$ cat config.mk
export PLATFORM = sky130hd
export DESIGN_NAME = axil_cmd_master
export DESIGN_NICKNAME = d
export VERILOG_FILES = /design/src/rtl/axil_cmd_master_pkg.sv /design/src/rtl/axil_cmd_master.sv
export SDC_FILE = /design/constraint.sdc
export NUM_CORES = 1
export LEC_CHECK = 0
export CORE_MARGIN = 8
export CORE_UTILIZATION = 43
export DETAILED_ROUTE_END_ITERATION = 8
export PLACE_DENSITY = 0.95
export SLEW_MARGIN = 40
export SYNTH_ARGS = -nofsm -noshare
export SYNTH_HDL_FRONTEND = slang
export SYNTH_SLANG_ARGS = --single-unit
export TNS_END_PERCENT = 50
$ cat constraint.sdc
create_clock -name axi_lite_aclk_in -period 3.8 [get_ports axi_lite_aclk_in]
set_input_delay 0.38 -clock axi_lite_aclk_in [delete_from_list [all_inputs] [get_ports axi_lite_aclk_in]]
set_output_delay 0.38 -clock axi_lite_aclk_in [all_outputs]
set_load 0.05 [all_outputs]
$ cat src/rtl/axil_cmd_master_pkg.sv
// =============================================================================
// axil_cmd_master_pkg : FSM encoding, AXI response codes and helpers  (rev 1.0)
// =============================================================================
`default_nettype none

package axil_cmd_master_pkg;

  localparam logic [2:0] ST_IDLE = 3'd0;
  localparam logic [2:0] ST_WR   = 3'd1;
  localparam logic [2:0] ST_WB   = 3'd2;
  localparam logic [2:0] ST_RD   = 3'd3;
  localparam logic [2:0] ST_RR   = 3'd4;
  localparam logic [2:0] ST_RSP  = 3'd5;

  localparam logic [1:0] RESP_OKAY    = 2'b00;
  localparam logic [1:0] RESP_SLVERR  = 2'b10;
  localparam logic [1:0] RESP_DECERR  = 2'b11;
  // A timed-out transaction is reported to the requester as a slave error
  localparam logic [1:0] RESP_TIMEOUT = RESP_SLVERR;

  localparam logic [2:0] PROT_DEFAULT = 3'b000;

  function automatic logic is_busy(input logic [2:0] st);
    return (st == ST_WR) || (st == ST_WB) || (st == ST_RD) || (st == ST_RR);
  endfunction

endpackage

`default_nettype wire

$ cat src/rtl/axil_cmd_master.sv
// =============================================================================
// axil_cmd_master : single-outstanding AXI4-Lite initiator with timeout  (rev 1.0)
// =============================================================================
`default_nettype none

module axil_cmd_master
  import axil_cmd_master_pkg::*;
#(
  parameter int ADDR_W         = 32,
  parameter int DATA_W         = 32,
  parameter int TIMEOUT_CYCLES = 1024,
  localparam int STRB_W        = DATA_W / 8
) (
  input  logic              axi_lite_aclk_in,
  input  logic              axi_lite_aresetn_in,

  input  logic              cmd_valid_in,
  output logic              cmd_ready_out,
  input  logic              cmd_write_in,
  input  logic [ADDR_W-1:0] cmd_addr_in,
  input  logic [DATA_W-1:0] cmd_wdata_in,
  input  logic [STRB_W-1:0] cmd_wstrb_in,

  output logic              rsp_valid_out,
  input  logic              rsp_ready_in,
  output logic [DATA_W-1:0] rsp_rdata_out,
  output logic [1:0]        rsp_resp_out,
  output logic              rsp_timeout_out,

  output logic [ADDR_W-1:0] m_axi_awaddr_out,
  output logic [2:0]        m_axi_awprot_out,
  output logic              m_axi_awvalid_out,
  input  logic              m_axi_awready_in,

  output logic [DATA_W-1:0] m_axi_wdata_out,
  output logic [STRB_W-1:0] m_axi_wstrb_out,
  output logic              m_axi_wvalid_out,
  input  logic              m_axi_wready_in,

  input  logic [1:0]        m_axi_bresp_in,
  input  logic              m_axi_bvalid_in,
  output logic              m_axi_bready_out,

  output logic [ADDR_W-1:0] m_axi_araddr_out,
  output logic [2:0]        m_axi_arprot_out,
  output logic              m_axi_arvalid_out,
  input  logic              m_axi_arready_in,

  input  logic [DATA_W-1:0] m_axi_rdata_in,
  input  logic [1:0]        m_axi_rresp_in,
  input  logic              m_axi_rvalid_in,
  output logic              m_axi_rready_out
);

  // Counter only has to reach TIMEOUT_CYCLES-1; the abort fires on that value
  localparam int             CNT_W   = (TIMEOUT_CYCLES > 1) ? $clog2(TIMEOUT_CYCLES) : 1;
  localparam logic [CNT_W-1:0] TO_LAST = CNT_W'(TIMEOUT_CYCLES - 1);

  logic [2:0]        state;
  logic [ADDR_W-1:0] addr_q;
  logic [DATA_W-1:0] wdata_q;
  logic [STRB_W-1:0] wstrb_q;
  logic              awvalid_q;
  logic              wvalid_q;
  logic              arvalid_q;
  logic [DATA_W-1:0] rdata_q;
  logic [1:0]        resp_q;
  logic              timeout_q;
  logic [CNT_W-1:0]  to_cnt;

  logic              cmd_fire;
  logic              to_hit;
  logic              aw_done;
  logic              w_done;

  assign cmd_fire = cmd_valid_in && (state == ST_IDLE);
  assign to_hit   = (TIMEOUT_CYCLES != 0) && is_busy(state) && (to_cnt == TO_LAST);
  // A channel counts as done if already finished or handshaking this cycle
  assign aw_done  = !awvalid_q || m_axi_awready_in;
  assign w_done   = !wvalid_q  || m_axi_wready_in;

  always_ff @(posedge axi_lite_aclk_in or negedge axi_lite_aresetn_in) begin
    if (!axi_lite_aresetn_in) begin
      state     <= ST_IDLE;
      addr_q    <= '0;
      wdata_q   <= '0;
      wstrb_q   <= '0;
      awvalid_q <= 1'b0;
      wvalid_q  <= 1'b0;
      arvalid_q <= 1'b0;
      rdata_q   <= '0;
      resp_q    <= RESP_OKAY;
      timeout_q <= 1'b0;
      to_cnt    <= '0;
    end else begin
      if (is_busy(state)) begin
        to_cnt <= to_cnt + CNT_W'(1);
      end

      if (to_hit) begin
        awvalid_q <= 1'b0;
        wvalid_q  <= 1'b0;
        arvalid_q <= 1'b0;
        rdata_q   <= '0;
        resp_q    <= RESP_TIMEOUT;
        timeout_q <= 1'b1;
        state     <= ST_RSP;
      end else begin
        case (state)
          ST_IDLE: begin
            if (cmd_fire) begin
              addr_q    <= cmd_addr_in;
              wdata_q   <= cmd_wdata_in;
              wstrb_q   <= cmd_wstrb_in;
              rdata_q   <= '0;
              resp_q    <= RESP_OKAY;
              timeout_q <= 1'b0;
              to_cnt    <= '0;
              if (cmd_write_in) begin
                awvalid_q <= 1'b1;
                wvalid_q  <= 1'b1;
                state     <= ST_WR;
              end else begin
                arvalid_q <= 1'b1;
                state     <= ST_RD;
              end
            end
          end

          ST_WR: begin
            if (awvalid_q && m_axi_awready_in) begin
              awvalid_q <= 1'b0;
            end
            if (wvalid_q && m_axi_wready_in) begin
              wvalid_q <= 1'b0;
            end
            if (aw_done && w_done) begin
              state <= ST_WB;
            end
          end

          ST_WB: begin
            if (m_axi_bvalid_in) begin
              resp_q <= m_axi_bresp_in;
              state  <= ST_RSP;
            end
          end

          ST_RD: begin
            if (m_axi_arready_in) begin
              arvalid_q <= 1'b0;
              state     <= ST_RR;
            end
          end

          ST_RR: begin
            if (m_axi_rvalid_in) begin
              rdata_q <= m_axi_rdata_in;
              resp_q  <= m_axi_rresp_in;
              state   <= ST_RSP;
            end
          end

          ST_RSP: begin
            if (rsp_ready_in) begin
              state <= ST_IDLE;
            end
          end

          default: begin
            state <= ST_IDLE;
          end
        endcase
      end
    end
  end

  assign cmd_ready_out     = (state == ST_IDLE);

  assign rsp_valid_out     = (state == ST_RSP);
  assign rsp_rdata_out     = rdata_q;
  assign rsp_resp_out      = resp_q;
  assign rsp_timeout_out   = timeout_q;

  assign m_axi_awaddr_out  = addr_q;
  assign m_axi_awprot_out  = PROT_DEFAULT;
  assign m_axi_awvalid_out = awvalid_q;

  assign m_axi_wdata_out   = wdata_q;
  assign m_axi_wstrb_out   = wstrb_q;
  assign m_axi_wvalid_out  = wvalid_q;

  assign m_axi_bready_out  = (state == ST_WB);

  assign m_axi_araddr_out  = addr_q;
  assign m_axi_arprot_out  = PROT_DEFAULT;
  assign m_axi_arvalid_out = arvalid_q;

  assign m_axi_rready_out  = (state == ST_RR);

endmodule

`default_nettype wire

==> key figures <==
Outcome
  – Outcome: finished, violations left
  – Failing checks: hold timing

Power
  – Cell-internal power: 4.328 mW
  – Static Leakage: 3.813 nW
  – Sw Share: 49.57%
  – Combinational share of power: 55.3%
  – Sw power: 4.254 mW
  – Power per standard cell area: 1058 nW/um2
  – Clock share of power: 19.5%
  – Sequential power share: 25.2%
  – Total power: 8.582 mW
  – Worst VDD drop: 0.5105 mV

STA
  – Max Freq: 0.3590 GHz
  – Period minus WS final: 2785 ps
  – Endpoints failing setup: 0
  – Final hold violations: 16
  – Min Hold Slack: -16.77 ps
  – Worst Clk Skew: 11.00 ps
  – Max-slew violation count: 0
  – Setup tns final: 0 ps
  – Period utilization: 73.30%
  – Worst slew margin: 53.46%
  – Slew at the pin with the worst max-slew slack: 698.1 ps
  – RSZ-0062 raised after global routing: no
  – Worst setup margin: 1015 ps

Detailed routing
  – Final routed DRC violation total: 0
  – Routed len/inst: 18.16 um
  – DRT Wirelength: 16.49 mm
  – First-pass DRT Iterations: 7
  – Routed via count: 4484
  – Via density per instance: 4.938
  – DRT iter0 DRCs: 425
  – Post-route ant nets: 0

Critical path
  – Worst Reg-to-Reg Cells: 6
  – Setup CP Type: reg -> out
  – Arr. time, crit path: 2410 ps
  – Worst Path Required: 3420 ps
  – Startpoint Class: flip-flop
  – Critical Path Sink Type: primary output
  – Crit path max fanout: 18

Synth
  – FF+latch count, synth: 119
  – Netlist cell types: 43
  – Post-synthesis sequential area ratio: 57.75%
  – Number of synthesized flops with an enable pin: 0
  – Main flop type after synthesis: dfrtp_1
  – Largest family of logic cells by synthesized area: simple AND/OR/NAND/NOR gates
  – Yosys top cell by area: dfrtp_1
  – Adder-Cell Fraction of Synth Area: 0.2427%
  – Ys async rst share: 100.0%
  – Mapped Cells: 532
  – Syn Area/Cell: 9.692 um2
  – Synth Area in XOR/XNOR: 1.189%
  – Mux cell area share after synthesis: 0.4125%
  – Yosys warnings: 0
  – Synth Area in Compound Gates: 9.488%
  – Syn Std Cell Area: 5156 um2
  – Simple-gate share of the synthesized area: 21.16%
  – Yosys top cell area share: 57.75%
  – Synth area leaders: dfrtp_1, nand2_1, a22o_1, buf_4, buf_6

Global routing
  – Global Route Usage Sum: 21.08%
  – Largest net degree at the start of global routing: 77
  – Initial antenna violation count: 0
  – GR Overflow Total: 0
  – First-pass GRT wire length: 26.19 mm
  – Vias in the first global route: 4766

Clock tree
  – Post-CTS setup buffers: 0
  – Cts hold-fix bufs: 0
  – Sink Count: 119
  – CTS Buf Count: 17
  – H-tree Lvls: 4
  – Maximum clock path buffer count: 2
  – CTS-repair resized insts: 0
  – CTS tree: built
  – Worst skew pair latency: 410 ps
  – Clock-pin slew on the worst setup and hold paths: 60 ps
  – Root Buffer: clkbuf_16

Place
  – Global placer's final weighted congestion: 0.8613
  – Placed Area: 7477 um2
  – Setup WS pre-CTS: 1379 ps
  – DP HPWL: 12.24 mm
  – Port buffer count: 255

Final layout
  – Antenna Cells: 0
  – Share of layout cells above drive strength 1: 6.307%
  – # fillers: 833
  – Most common cell after layout, fill and taps aside: clkdlybuf4s50_1
  – Design Area, Final: 8109 um2
  – Most frequent cells in the layout: clkdlybuf4s50_1, nand2_1, dfrtp_1
  – Fin nets: 863
  – Area growth syn-to-layout: 57.27%

Floorplanning
  – # rows: 40
  – Die span in x: 125.5 um
  – Core area: 11860 um2
  – Die ar.: 15750 um2
  – Starting Density: 43.47%
  – Ports: 262
  – Die height: 125.5 um

Min path
  – Hold/Removal Path Class: in -> async

Flow run
  – Max Cap Viol: 0
synthesized netlist by cell type, types with 4 or more instances:
library cell	count
a21oi_1	8
a22o_1	33
buf_2	6
buf_4	38
buf_6	9
clkbuf_1	16
dfrtp_1	119
inv_1	6
nand2_1	220
nand3_1	4
nor2_1	20
o21ai_0	5
xor2_1	6
registers in the layout, indices dropped and copies added (netlist names):
register           cells
to_cnt                10
rsp_resp_out           2
m_axi_arvalid_out      1
m_axi_awvalid_out      1
m_axi_araddr_out      32
state                  3
m_axi_wstrb_out        4
rsp_rdata_out         32
rsp_timeout_out        1
m_axi_wdata_out       32
m_axi_wvalid_out       1
power by group through the flow:
stage	Combinational, mW	Clock (mW)	Sequential (mW)
6_report	4.75	1.67	2.16
3_3_place_gp	4.67	0	2.13
2_1_floorplan	1.89	0	3.59
4_1_cts	4.77	1.70	2.16
3_5_place_dp	4.76	0	2.17
5_1_grt	4.99	1.76	2.22
final timing paths:
check	slack (ps)	startpoint	to
min reg2reg	470	m_axi_wdata_out[13]	m_axi_wdata_out[13]
min in group axi_lite_aclk_in	470	m_axi_wdata_out[13]	m_axi_wdata_out[13]
max reg2reg	1570	state[2]	rsp_rdata_out[28]
max in group asynchronous	3000	axi_lite_aresetn_in	m_axi_araddr_out[0]
max	1010	state[2]	rsp_valid_out
min	-20	axi_lite_aresetn_in	to_cnt[1]
worst max-delay path, stage by stage, from the launching register on:
cell             delay, ps
dfrtp_1                710
nor2b_1                290
nand2_1                100
inv_1                   80
clkdlybuf4s50_1        820
area by class of cell:
type | count | area (um2) | share of cell area, %
inverter | 6 | 22.52 | 0.2777
clock buffer | 17 | 425.4 | 5.246
clock inverter | 15 | 191.4 | 2.361
sequential | 119 | 2978 | 36.72
timing repair buffer | 261 | 2606 | 32.14
multi-input combinational | 343 | 1702 | 20.98
tap | 147 | 183.9 | 2.268
per-layer routing:
| metal | up-vias | GRT usage [%] | routed length (um) |
|---|---|---|---|
| met4 | 0 | 9.026 | 428 |
| met3 | 29 | 7.055 | 1312 |
| met1 | 2148 | 22.92 | 6173 |
| li1 | 2112 | - | - |
| met5 | - | 0 | 0 |
| met2 | 195 | 36.78 | 8578 |
logic make-up (layout without fill, tap and decap cells):
family,count (synthesis),after routing
XOR/XNOR,7,7
other,1,6
AO/OA/AOI/OAI,62,62
adder cells (fa/ha/maj),1,1
multiplexers,2,2
buffers and inverters,75,299
AND/OR/NAND/NOR,265,265
flip-flops,119,119
through the flow:
stage          util (%)  instances
3_5_place_dp      63.04        875
3_3_place_gp      63.01        875
2_1_floorplan         -        537
5_1_grt           68.37        908
6_report          68.37        908
4_1_cts           68.24        907
Note: power is estimated with default switching activity, not from simulation.
